===== src/rtl/wb_ccd_sequencer_if.sv =====
// Wishbone master bus bundle used by the CCD sequencer.
// The sequencer drives cyc/stb/we/addr/data; the slave returns ack.
interface wb_ccd_sequencer_if;
  logic        o_wb_cyc;
  logic        o_wb_stb;
  logic        o_wb_we;
  logic [31:0] o_wb_addr;
  logic [31:0] o_wb_data;
  logic        i_wb_ack;

  modport master (
    output o_wb_cyc,
    output o_wb_stb,
    output o_wb_we,
    output o_wb_addr,
    output o_wb_data,
    input  i_wb_ack
  );

  modport slave (
    input  o_wb_cyc,
    input  o_wb_stb,
    input  o_wb_we,
    input  o_wb_addr,
    input  o_wb_data,
    output i_wb_ack
  );
endinterface


===== src/rtl/wb_ccd_sequencer.sv =====
// CCD signal-generator sequencer: on a start request it programs FREQUENCY,
// toggles CLOCK n times, enables the generator for a fixed number of cycles,
// disables it and finally writes RETURN, all as Wishbone single writes with
// one idle cycle between transactions and a per-transaction ack timeout.
module wb_ccd_sequencer #(
  parameter logic [31:0] BASE_ADDR = 32'h3000_0000,
  parameter int unsigned TIMEOUT   = 16
) (
  input  logic               i_wb_clk,
  input  logic               i_wb_rst_n,
  input  logic               i_start,
  input  logic [31:0]        i_freq_data,
  input  logic [7:0]         i_n_pulses,
  input  logic [23:0]        i_run_cycles,
  input  logic [31:0]        i_return_data,
  wb_ccd_sequencer_if.master wb,
  output logic               o_busy,
  output logic               o_done,
  output logic               o_error
);

  localparam logic [31:0] ADDR_EN   = BASE_ADDR + 32'h0000_0000;
  localparam logic [31:0] ADDR_FREQ = BASE_ADDR + 32'h0000_0004;
  localparam logic [31:0] ADDR_CLK  = BASE_ADDR + 32'h0000_0018;
  localparam logic [31:0] ADDR_RET  = BASE_ADDR + 32'h0000_001C;
  // Counter value at which the stalled transaction is abandoned.
  localparam logic [7:0]  TMO_LAST  = 8'(TIMEOUT - 1);

  typedef enum logic [3:0] {
    IDLE, WR_FREQ, CLK_HI, CLK_LO, WR_EN, RUN, WR_DIS, WR_RET, DONE
  } state_t;

  state_t      state_reg;
  logic        stb_reg;
  logic        gap_reg;     // current state's transaction waits for its idle gap cycle
  logic [31:0] addr_reg;
  logic [31:0] data_reg;
  logic [31:0] ret_reg;
  logic [7:0]  pulse_reg;   // CLOCK pairs still to be written
  logic [23:0] run_reg;     // RUN cycles still to be waited
  logic [7:0]  tmo_reg;     // stb cycles without ack in the current transaction
  logic        busy_reg;
  logic        done_reg;
  logic        error_reg;

  state_t      ack_next;
  logic [31:0] gap_addr;
  logic [31:0] gap_data;

  assign wb.o_wb_cyc  = stb_reg;
  assign wb.o_wb_stb  = stb_reg;
  assign wb.o_wb_we   = stb_reg;
  assign wb.o_wb_addr = addr_reg;
  assign wb.o_wb_data = data_reg;
  assign o_busy       = busy_reg;
  assign o_done       = done_reg;
  assign o_error      = error_reg;

  // State that follows an acknowledged transaction in the current state.
  always_comb begin
    ack_next = IDLE;
    case (state_reg)
      WR_FREQ: ack_next = (pulse_reg == 8'd0) ? WR_EN : CLK_HI;
      CLK_HI:  ack_next = CLK_LO;
      CLK_LO:  ack_next = (pulse_reg == 8'd1) ? WR_EN : CLK_HI;
      WR_EN:   ack_next = RUN;
      WR_DIS:  ack_next = WR_RET;
      WR_RET:  ack_next = DONE;
      default: ack_next = IDLE;
    endcase
  end

  // Address/data launched at the end of the gap cycle for the current state.
  always_comb begin
    gap_addr = ADDR_EN;
    gap_data = 32'd0;
    case (state_reg)
      CLK_HI: begin gap_addr = ADDR_CLK; gap_data = 32'd1;   end
      CLK_LO: begin gap_addr = ADDR_CLK; gap_data = 32'd0;   end
      WR_EN:  begin gap_addr = ADDR_EN;  gap_data = 32'd1;   end
      WR_DIS: begin gap_addr = ADDR_EN;  gap_data = 32'd0;   end
      WR_RET: begin gap_addr = ADDR_RET; gap_data = ret_reg; end
      default: begin gap_addr = ADDR_EN; gap_data = 32'd0;   end
    endcase
  end

  // Sequencer FSM with registered bus and status outputs.
  always_ff @(posedge i_wb_clk or negedge i_wb_rst_n) begin
    if (!i_wb_rst_n) begin
      state_reg <= IDLE;
      stb_reg   <= 1'b0;
      gap_reg   <= 1'b0;
      addr_reg  <= 32'd0;
      data_reg  <= 32'd0;
      ret_reg   <= 32'd0;
      pulse_reg <= 8'd0;
      run_reg   <= 24'd0;
      tmo_reg   <= 8'd0;
      busy_reg  <= 1'b0;
      done_reg  <= 1'b0;
      error_reg <= 1'b0;
    end else begin
      done_reg <= 1'b0;
      case (state_reg)
        IDLE: begin
          if (i_start) begin
            // Latch the whole job; the FREQUENCY data rides in data_reg.
            ret_reg   <= i_return_data;
            pulse_reg <= i_n_pulses;
            run_reg   <= i_run_cycles;
            state_reg <= WR_FREQ;
            stb_reg   <= 1'b1;
            gap_reg   <= 1'b0;
            addr_reg  <= ADDR_FREQ;
            data_reg  <= i_freq_data;
            tmo_reg   <= 8'd0;
            busy_reg  <= 1'b1;
            error_reg <= 1'b0;
          end
        end
        RUN: begin
          // The first RUN cycle doubles as the gap after the WR_EN ack.
          if (run_reg == 24'd0) begin
            state_reg <= WR_DIS;
            stb_reg   <= 1'b1;
            addr_reg  <= ADDR_EN;
            data_reg  <= 32'd0;
            tmo_reg   <= 8'd0;
          end else begin
            run_reg <= run_reg - 24'd1;
          end
        end
        DONE: begin
          state_reg <= IDLE;
        end
        default: begin
          if (gap_reg) begin
            gap_reg  <= 1'b0;
            stb_reg  <= 1'b1;
            addr_reg <= gap_addr;
            data_reg <= gap_data;
            tmo_reg  <= 8'd0;
          end else if (stb_reg) begin
            if (wb.i_wb_ack) begin
              stb_reg   <= 1'b0;
              tmo_reg   <= 8'd0;
              state_reg <= ack_next;
              if (state_reg == CLK_LO) begin
                pulse_reg <= pulse_reg - 8'd1;
              end
              if (ack_next == DONE) begin
                busy_reg <= 1'b0;
                done_reg <= 1'b1;
              end else if (ack_next != RUN) begin
                gap_reg <= 1'b1;
              end
            end else if (tmo_reg == TMO_LAST) begin
              // Slave never answered: abandon the rest of the sequence.
              stb_reg   <= 1'b0;
              tmo_reg   <= 8'd0;
              error_reg <= 1'b1;
              busy_reg  <= 1'b0;
              done_reg  <= 1'b1;
              state_reg <= DONE;
            end else begin
              tmo_reg <= tmo_reg + 8'd1;
            end
          end
        end
      endcase
    end
  end

endmodule


===== src/flat_wrapper.sv =====
// flat-port wrapper written by rule: the top's interface ports become plain ports
module wb_ccd_sequencer_flat 
#(
  parameter logic [31:0] BASE_ADDR = 32'h3000_0000,
  parameter int unsigned TIMEOUT   = 16
)
  (i_wb_clk, i_wb_rst_n, i_start, i_freq_data, i_n_pulses, i_run_cycles, i_return_data, o_busy, o_done, o_error, wb_o_wb_cyc, wb_o_wb_stb, wb_o_wb_we, wb_o_wb_addr, wb_o_wb_data, wb_i_wb_ack);
  wb_ccd_sequencer_if wb_i ();
  input  logic i_wb_clk;
  input  logic i_wb_rst_n;
  input  logic i_start;
  input  logic [31:0] i_freq_data;
  input  logic [7:0] i_n_pulses;
  input  logic [23:0] i_run_cycles;
  input  logic [31:0] i_return_data;
  output logic o_busy;
  output logic o_done;
  output logic o_error;
  output wire logic [$bits(wb_i.o_wb_cyc)-1:0] wb_o_wb_cyc;
  output wire logic [$bits(wb_i.o_wb_stb)-1:0] wb_o_wb_stb;
  output wire logic [$bits(wb_i.o_wb_we)-1:0] wb_o_wb_we;
  output wire logic [$bits(wb_i.o_wb_addr)-1:0] wb_o_wb_addr;
  output wire logic [$bits(wb_i.o_wb_data)-1:0] wb_o_wb_data;
  input wire logic [$bits(wb_i.i_wb_ack)-1:0] wb_i_wb_ack;
  assign wb_o_wb_cyc = wb_i.o_wb_cyc;
  assign wb_o_wb_stb = wb_i.o_wb_stb;
  assign wb_o_wb_we = wb_i.o_wb_we;
  assign wb_o_wb_addr = wb_i.o_wb_addr;
  assign wb_o_wb_data = wb_i.o_wb_data;
  assign wb_i.i_wb_ack = wb_i_wb_ack;
  wb_ccd_sequencer #(.BASE_ADDR(BASE_ADDR), .TIMEOUT(TIMEOUT)) u_core (.i_wb_clk(i_wb_clk), .i_wb_rst_n(i_wb_rst_n), .i_start(i_start), .i_freq_data(i_freq_data), .i_n_pulses(i_n_pulses), .i_run_cycles(i_run_cycles), .i_return_data(i_return_data), .wb(wb_i), .o_busy(o_busy), .o_done(o_done), .o_error(o_error));
endmodule

===== config.mk =====
export PLATFORM = sky130hd
export DESIGN_NAME = wb_ccd_sequencer_flat
export DESIGN_NICKNAME = d
export VERILOG_FILES = /design/src/rtl/wb_ccd_sequencer_if.sv /design/src/rtl/wb_ccd_sequencer.sv /design/src/flat_wrapper.sv
export SDC_FILE = /design/constraint.sdc
export NUM_CORES = 1
export LEC_CHECK = 0
export ABC_AREA = 1
export BUFFER_PORTS_ARGS = -buffer_cell sky130_fd_sc_hd__buf_2
export CORE_MARGIN = 2
export CORE_UTILIZATION = 49
export DETAILED_ROUTE_END_ITERATION = 10
export GPL_TIMING_DRIVEN = 0
export PLACE_DENSITY = 0.75
export SYNTH_ARGS = -nofsm -noshare
export SYNTH_HDL_FRONTEND = slang
export SYNTH_SLANG_ARGS = --single-unit

===== constraint.sdc =====
create_clock -name i_wb_clk -period 1.7 [get_ports i_wb_clk]
set_input_delay 0.255 -clock i_wb_clk [delete_from_list [all_inputs] [get_ports i_wb_clk]]
set_output_delay 0.255 -clock i_wb_clk [all_outputs]
set_load 0.03 [all_outputs]

**Word level (Yosys, flattened, before mapping)**

Index checks and enable logic that the tools add are counted.

- Register bits after elaboration: 145
- Bits in latches: 0
- RAM bits: 0
- ROM bits: 0
- Bits of input ports: 100
- Logic and storage cells: 130
- Memories kept: 0

- $add $sub $neg: 3
- $mul: 0
- Divide/modulo/power cells: 0
- Magnitude comparators: 0
- Equality and inequality tests: 19
- Shift operators: 0
- Muxes and demuxes: 67
- Bitwise operators: 2
- Reductions and logical operators: 27

Operators by type and width:

| cell | number |
|---|---|
| $mux W32 | 6 |
| $pmux W32 S3 | 2 |
| $mux W8 | 11 |
| $pmux W32 S2 | 1 |
| $mux W24 | 2 |
| $pmux W24 S2 | 1 |
| $mux W1 | 27 |
| $logic_not A24 Y1 | 1 |
| $mux W4 | 6 |
| $pmux W4 S6 | 1 |
| $pmux W8 S3 | 1 |
| $sub A24 B1 Y24 const B | 1 |
| $reduce_and A6 Y1 | 3 |
| $eq A4 B3 Y1 const B | 4 |
| $pmux W8 S2 | 1 |
| $pmux W4 S3 | 1 |
| $pmux W5 S2 | 1 |
| $reduce_bool A2 Y1 | 5 |
| $add A8 B1 Y8 const B | 1 |
| $eq A4 B2 Y1 const B | 2 |
| $eq A4 B4 Y1 const B | 2 |
| $eq A8 B1 Y1 const B | 1 |
| $eq A8 B4 Y1 const B | 1 |
| $logic_not A8 Y1 | 1 |
| other kinds (21) | 35 |

**Logic depth before layout (Yosys ltp)**

- Depth after elaboration: 10
- Gate-level depth with buffers: 12
- Gate-level depth less buffers: 11

**Least setup slack after synthesis**

No wires, ideal clock.

- Kind: register to register
- Start point: reg u_core.run_reg[0]
- End point: reg u_core.addr_reg[2], in the netlist u_core.wb.o_wb_addr[2]
- Setup time: 0.123 ns
- Arrival: 1.575 ns
- Path slack: 0.002 ns
- Stages on the path, launching flop included: 11
- Buffers on the path: 1
- Clock period less this slack: 1.698 ns
- Cells stage by stage: dfrtp_1 > inv_1 > ha_1 > nand2_2 > nor2_4 > nand3_2 > nand2_4 > nand2_4 > clkbuf_2 > o21ai_0 > nand2_1

- Cells in the longest elaborated chain, start to end: 3

Ends and longest elaborated chain:

| what | line | text |
|---|---|---|
| start, declared | wb_ccd_sequencer.sv:40 | `logic [23:0] run_reg;` |
| start signal, assigned | wb_ccd_sequencer.sv:110 | `run_reg <= i_run_cycles;` |
| start signal, assigned | wb_ccd_sequencer.sv:130 | `run_reg <= run_reg - 24'd1;` |
| $logic_not A24 Y1 | wb_ccd_sequencer.sv:123 | `if (run_reg == 24'd0) begin` |
| $ne A2 B1 Y1 (no line) | - |  |
| $reduce_and A4 Y1 (no line) | - |  |
| end signal, assigned | wb_ccd_sequencer.sv:140 | `addr_reg <= gap_addr;` |
| end, declared | wb_ccd_sequencer.sv:36 | `logic [31:0] addr_reg;` |

No other way between the ends.
A chain may end at the register's enable or synchronous reset.

**Worst setup path after layout**

- Start point: reg u_core.run_reg[22]
- End point: reg u_core.data_reg[23], in the netlist u_core.wb.o_wb_data[23]

- Cells in the longest elaborated chain, start to end: 3

Ends and longest elaborated chain:

| what | line | text |
|---|---|---|
| $logic_not A24 Y1 | wb_ccd_sequencer.sv:123 |  |
| $ne A2 B1 Y1 (no line) | - |  |
| $reduce_and A4 Y1 (no line) | - |  |
| end signal, assigned | wb_ccd_sequencer.sv:115 | `data_reg <= i_freq_data;` |
| end signal, assigned | wb_ccd_sequencer.sv:141 | `data_reg <= gap_data;` |
| end, declared | wb_ccd_sequencer.sv:37 | `logic [31:0] data_reg;` |

No other way between the ends.

==> qor.txt <==
GRT Total Usage: 25.7%
Area fraction of the dominant cell type after synthesis: 43.4%
Largest net degree at the start of global routing: 100
Routed length on met2: 9500 µm
Routed Antenna Nets: 0
RSZ-0062 raised after global routing: true
Hold endpoint: u_core.ret_reg[30]
Yosys reg bits: 116
Cell Rows: 42
Wirelength per Cell: 14.4 µm
Reg2reg path depth: 11
CTS tree: built
Max-Cap Viols: 0
RePlAce Congestion: 0.902
Number of CTS-inserted buffers: 17
Setup ws final: -82.5 ps
Initial antenna violation count: 0
Switch Pwr: 8.22 mW
Most used cell, CP: nor2_2
Met3 WL: 1350 µm
Die H: 121 µm
Remaining global-route overflow: 0
Fin. Hold Viols: 0
Max stage delay on crit path: 430 ps
Status: complete, but fails checks
Htree depth: 4
Post-route setup TNS: -1230 ps
Min-delay worst type: in2reg
Sequential share of power: 25.5%
Clock power share: 22.1%
Slew Viols, Final: 0
M1 WL: 8190 µm
Layout cell share with drive strength beyond 1: 32.1%
Skew final: 7.42 ps
Die area: 0.0146 mm²
First-pass GRT wire length: 29,700 µm
Max Freq: 561 MHz
Post-synth top area cell: dfrtp_1
Synthesized area per cell: 7.22 µm²
Failing checks: setup timing
Final core utilization: 69.2%
Reg clk slew, reported paths: 60 ps
DRC Markers: 0
Starting DRT DRC Count: 498
Clock Sinks: 116
IO buf count: 141
Combinational Power Share: 52.4%
PD cells: 2020 mW/mm²
Root buf cell: clkbuf_16
Pwr Total: 18.6 mW
Main area contributors after synthesis: dfrtp_1 (43%), nand2_1 (17%), o21ai_0 (10%), inv_1 (5.0%), nand3_1 (4.3%)
Initial core utilization: 50.3%
CP Data Required Time: 2050 ps
Critical-path cell list: nor2_2 -> nand3_1 -> nor2_2 -> nand3_2 -> nand2_4 -> nand2_8 -> nor2_8 -> buf_12 -> buf_8 -> nand2_2 -> nand2_1
Final Cycle Share: 105%
R2R setup slack: -80 ps
Hold path startpoint: i_return_data[30]
Actual slew at the worst max-slew pin: 532 ps
Relative slew slack: 64.5%
Die W: 121 µm
Top layer in use: met4
Hold-critical path depth: 3
Part of the Yosys area used for sequential elements: 43.4%
1st-pass router iterations: 6
Clk buf depth: 2
Net Sw Frac: 44.2%
Min Clock Period, post-route: 1780 ps
Int Power: 10.4 mW
Setup CP Type: reg2reg
Core Footprint: 0.0133 mm²
Critical path peak fanout: 5
Io pins: 170
Crit end category: register
Endpoints failing setup: 36
Synthesis-to-finish area growth: 37.5%
Worst VDD drop: 1.00 mV
N_diodes: 0
Total wire length: 19,500 µm
Vias: 6,870
Critical Path Start Type: register
Yosys warns: 0
Library cells used by synthesis: 36
Leakage: 4.87 nW
Critical Path Slowest Stage Cell: dfrtp_1
FF-to-FF End: u_core.wb.o_wb_data[23]
CP arrival: 2130 ps
Post-DP HPWL: 12,600 µm
Reg2reg start: u_core.run_reg[22]
Vias per std cell: 5.10
Vias in the first global route: 6,322
Mapped Area: 0.00669 mm²
Worst skew pair latency: 420 ps
Layout Nets: 1,264
Cells after Synth: 927
==> layer usage <==
layer / global-route usage [%] / vias up
met2: 41.7 / 278
met1: 33.5 / 3184
met4: 8.72 / 0
met5: 0 / -
li1: - / 3371
met3: 6.32 / 37
==> how the worst max path moves through the flow <==
stage	end	cells past startpoint	start
floorplan	u_core.wb.o_wb_addr[2]	10	u_core.run_reg[0]
global placement	u_core.ret_reg[12]	1	i_wb_rst_n
detailed placement	u_core.wb.o_wb_data[7]	10	u_core.run_reg[0]
CTS	u_core.wb.o_wb_data[5]	11	u_core.run_reg[11]
global route	u_core.wb.o_wb_data[21]	9	u_core.run_reg[22]
finish	u_core.wb.o_wb_data[23]	11	u_core.run_reg[22]
==> power groups by stage <==
stage | Combinational (mW) | Clock (mW) | Sequential, mW
after global routing | 10.7 | 4.26 | 4.86
after floorplan | 4.86 | 0 | 5.09
after global placement | 7.17 | 0 | 4.65
after detailed placement | 7.33 | 0 | 4.66
after CTS | 8.41 | 4.11 | 4.64
final | 9.73 | 4.09 | 4.74
==> critical path: cells and delay by family, from the launching register on <==
kind | cells | cell delay [ps]
and+or+nand+nor | 9 | 1010
buffers and inverters | 2 | 270
DFF | 1 | 430
==> cell type report <==
cell class	count	area, µm²
tap	176	220
clock inverter	12	228
buffer	66	510
multi-input combinational	678	3380
clock buffer	19	443
timing repair buffer	188	1160
sequential	116	2910
fill	1050	4100
inverter	92	348
==> cell usage after synthesis, drive strengths merged <==
master,n
nand3,60
buf,51
o211ai,3
xor2,7
inv,92
o31ai,2
a21oi,9
a31oi,1
a22oi,1
nand3b,1
dfrtp,116
nand4,12
o221ai,1
clkbuf,17
ha,5
conb,1
o21ai,144
or2,3
o22ai,1
nand2,317
nor2,76
nor3,5
a21boi,2
==> cells in the final DEF, fill, tap and decap left out, types with 3 or more instances in the layout <==
| cell type | instances |
|---|---|
| ha_1 | 3 |
| buf_4 | 68 |
| clkbuf_4 | 4 |
| nand2_2 | 29 |
| clkbuf_1 | 6 |
| nor3_1 | 5 |
| o21ai_2 | 7 |
| inv_2 | 5 |
| nand4_1 | 12 |
| a21oi_1 | 9 |
| o21ai_0 | 108 |
| xor2_1 | 7 |
| or2_2 | 3 |
| o211ai_1 | 3 |
| clkbuf_8 | 4 |
| dfrtp_2 | 7 |
| buf_12 | 3 |
| bufinv_16 | 6 |
| clkbuf_2 | 7 |
| nand2_4 | 8 |
| clkinvlp_4 | 4 |
| buf_2 | 145 |
| buf_6 | 12 |
| dfrtp_1 | 109 |
| nand2_1 | 280 |
| nor2_1 | 46 |
| nand3_1 | 55 |
| clkbuf_16 | 17 |
| buf_8 | 5 |
| conb_1 | 27 |
| o21ai_1 | 29 |
| inv_1 | 86 |
| nor2_4 | 14 |
| nor2_2 | 14 |
| nand3_2 | 3 |
==> metrics by stage <==
stage          instance area [µm²]  hold slack (ps)  std cells  setup slack, ps
6_report                      9200             44.8       1347            -82.5
5_1_grt                       9200             50.8       1347             -216
4_1_cts                       8810             40.9       1330            -32.5
3_5_place_dp                  7750              109       1271             -350
3_3_place_gp                  7710              460       1270            -1100
2_1_floorplan                 6790            -40.6        953             1.74
==> logic make-up (layout without fill, tap and decap cells) <==
logic type | count (synthesis) | after routing | share of synthesized area [%]
simple gates | 474 | 475 | 30.4
compound gates | 164 | 164 | 12.7
buf+inv | 160 | 377 | 11.6
flops | 116 | 116 | 43.4
xor+xnor | 7 | 7 | 0.917
fa+ha+maj | 5 | 5 | 0.935
other cells | 1 | 27 | 0.0561
==> timing repair <==
item	4_1_cts	5_1_grt
gates resized for setup	57	112
hold endpoints to repair	17	0
setup endpoints to repair	114	99
hold buffers	1	0
pin swaps	12	19
setup buffers	23	18
gates cloned	4	2
(Power assumes the default switching activity.)
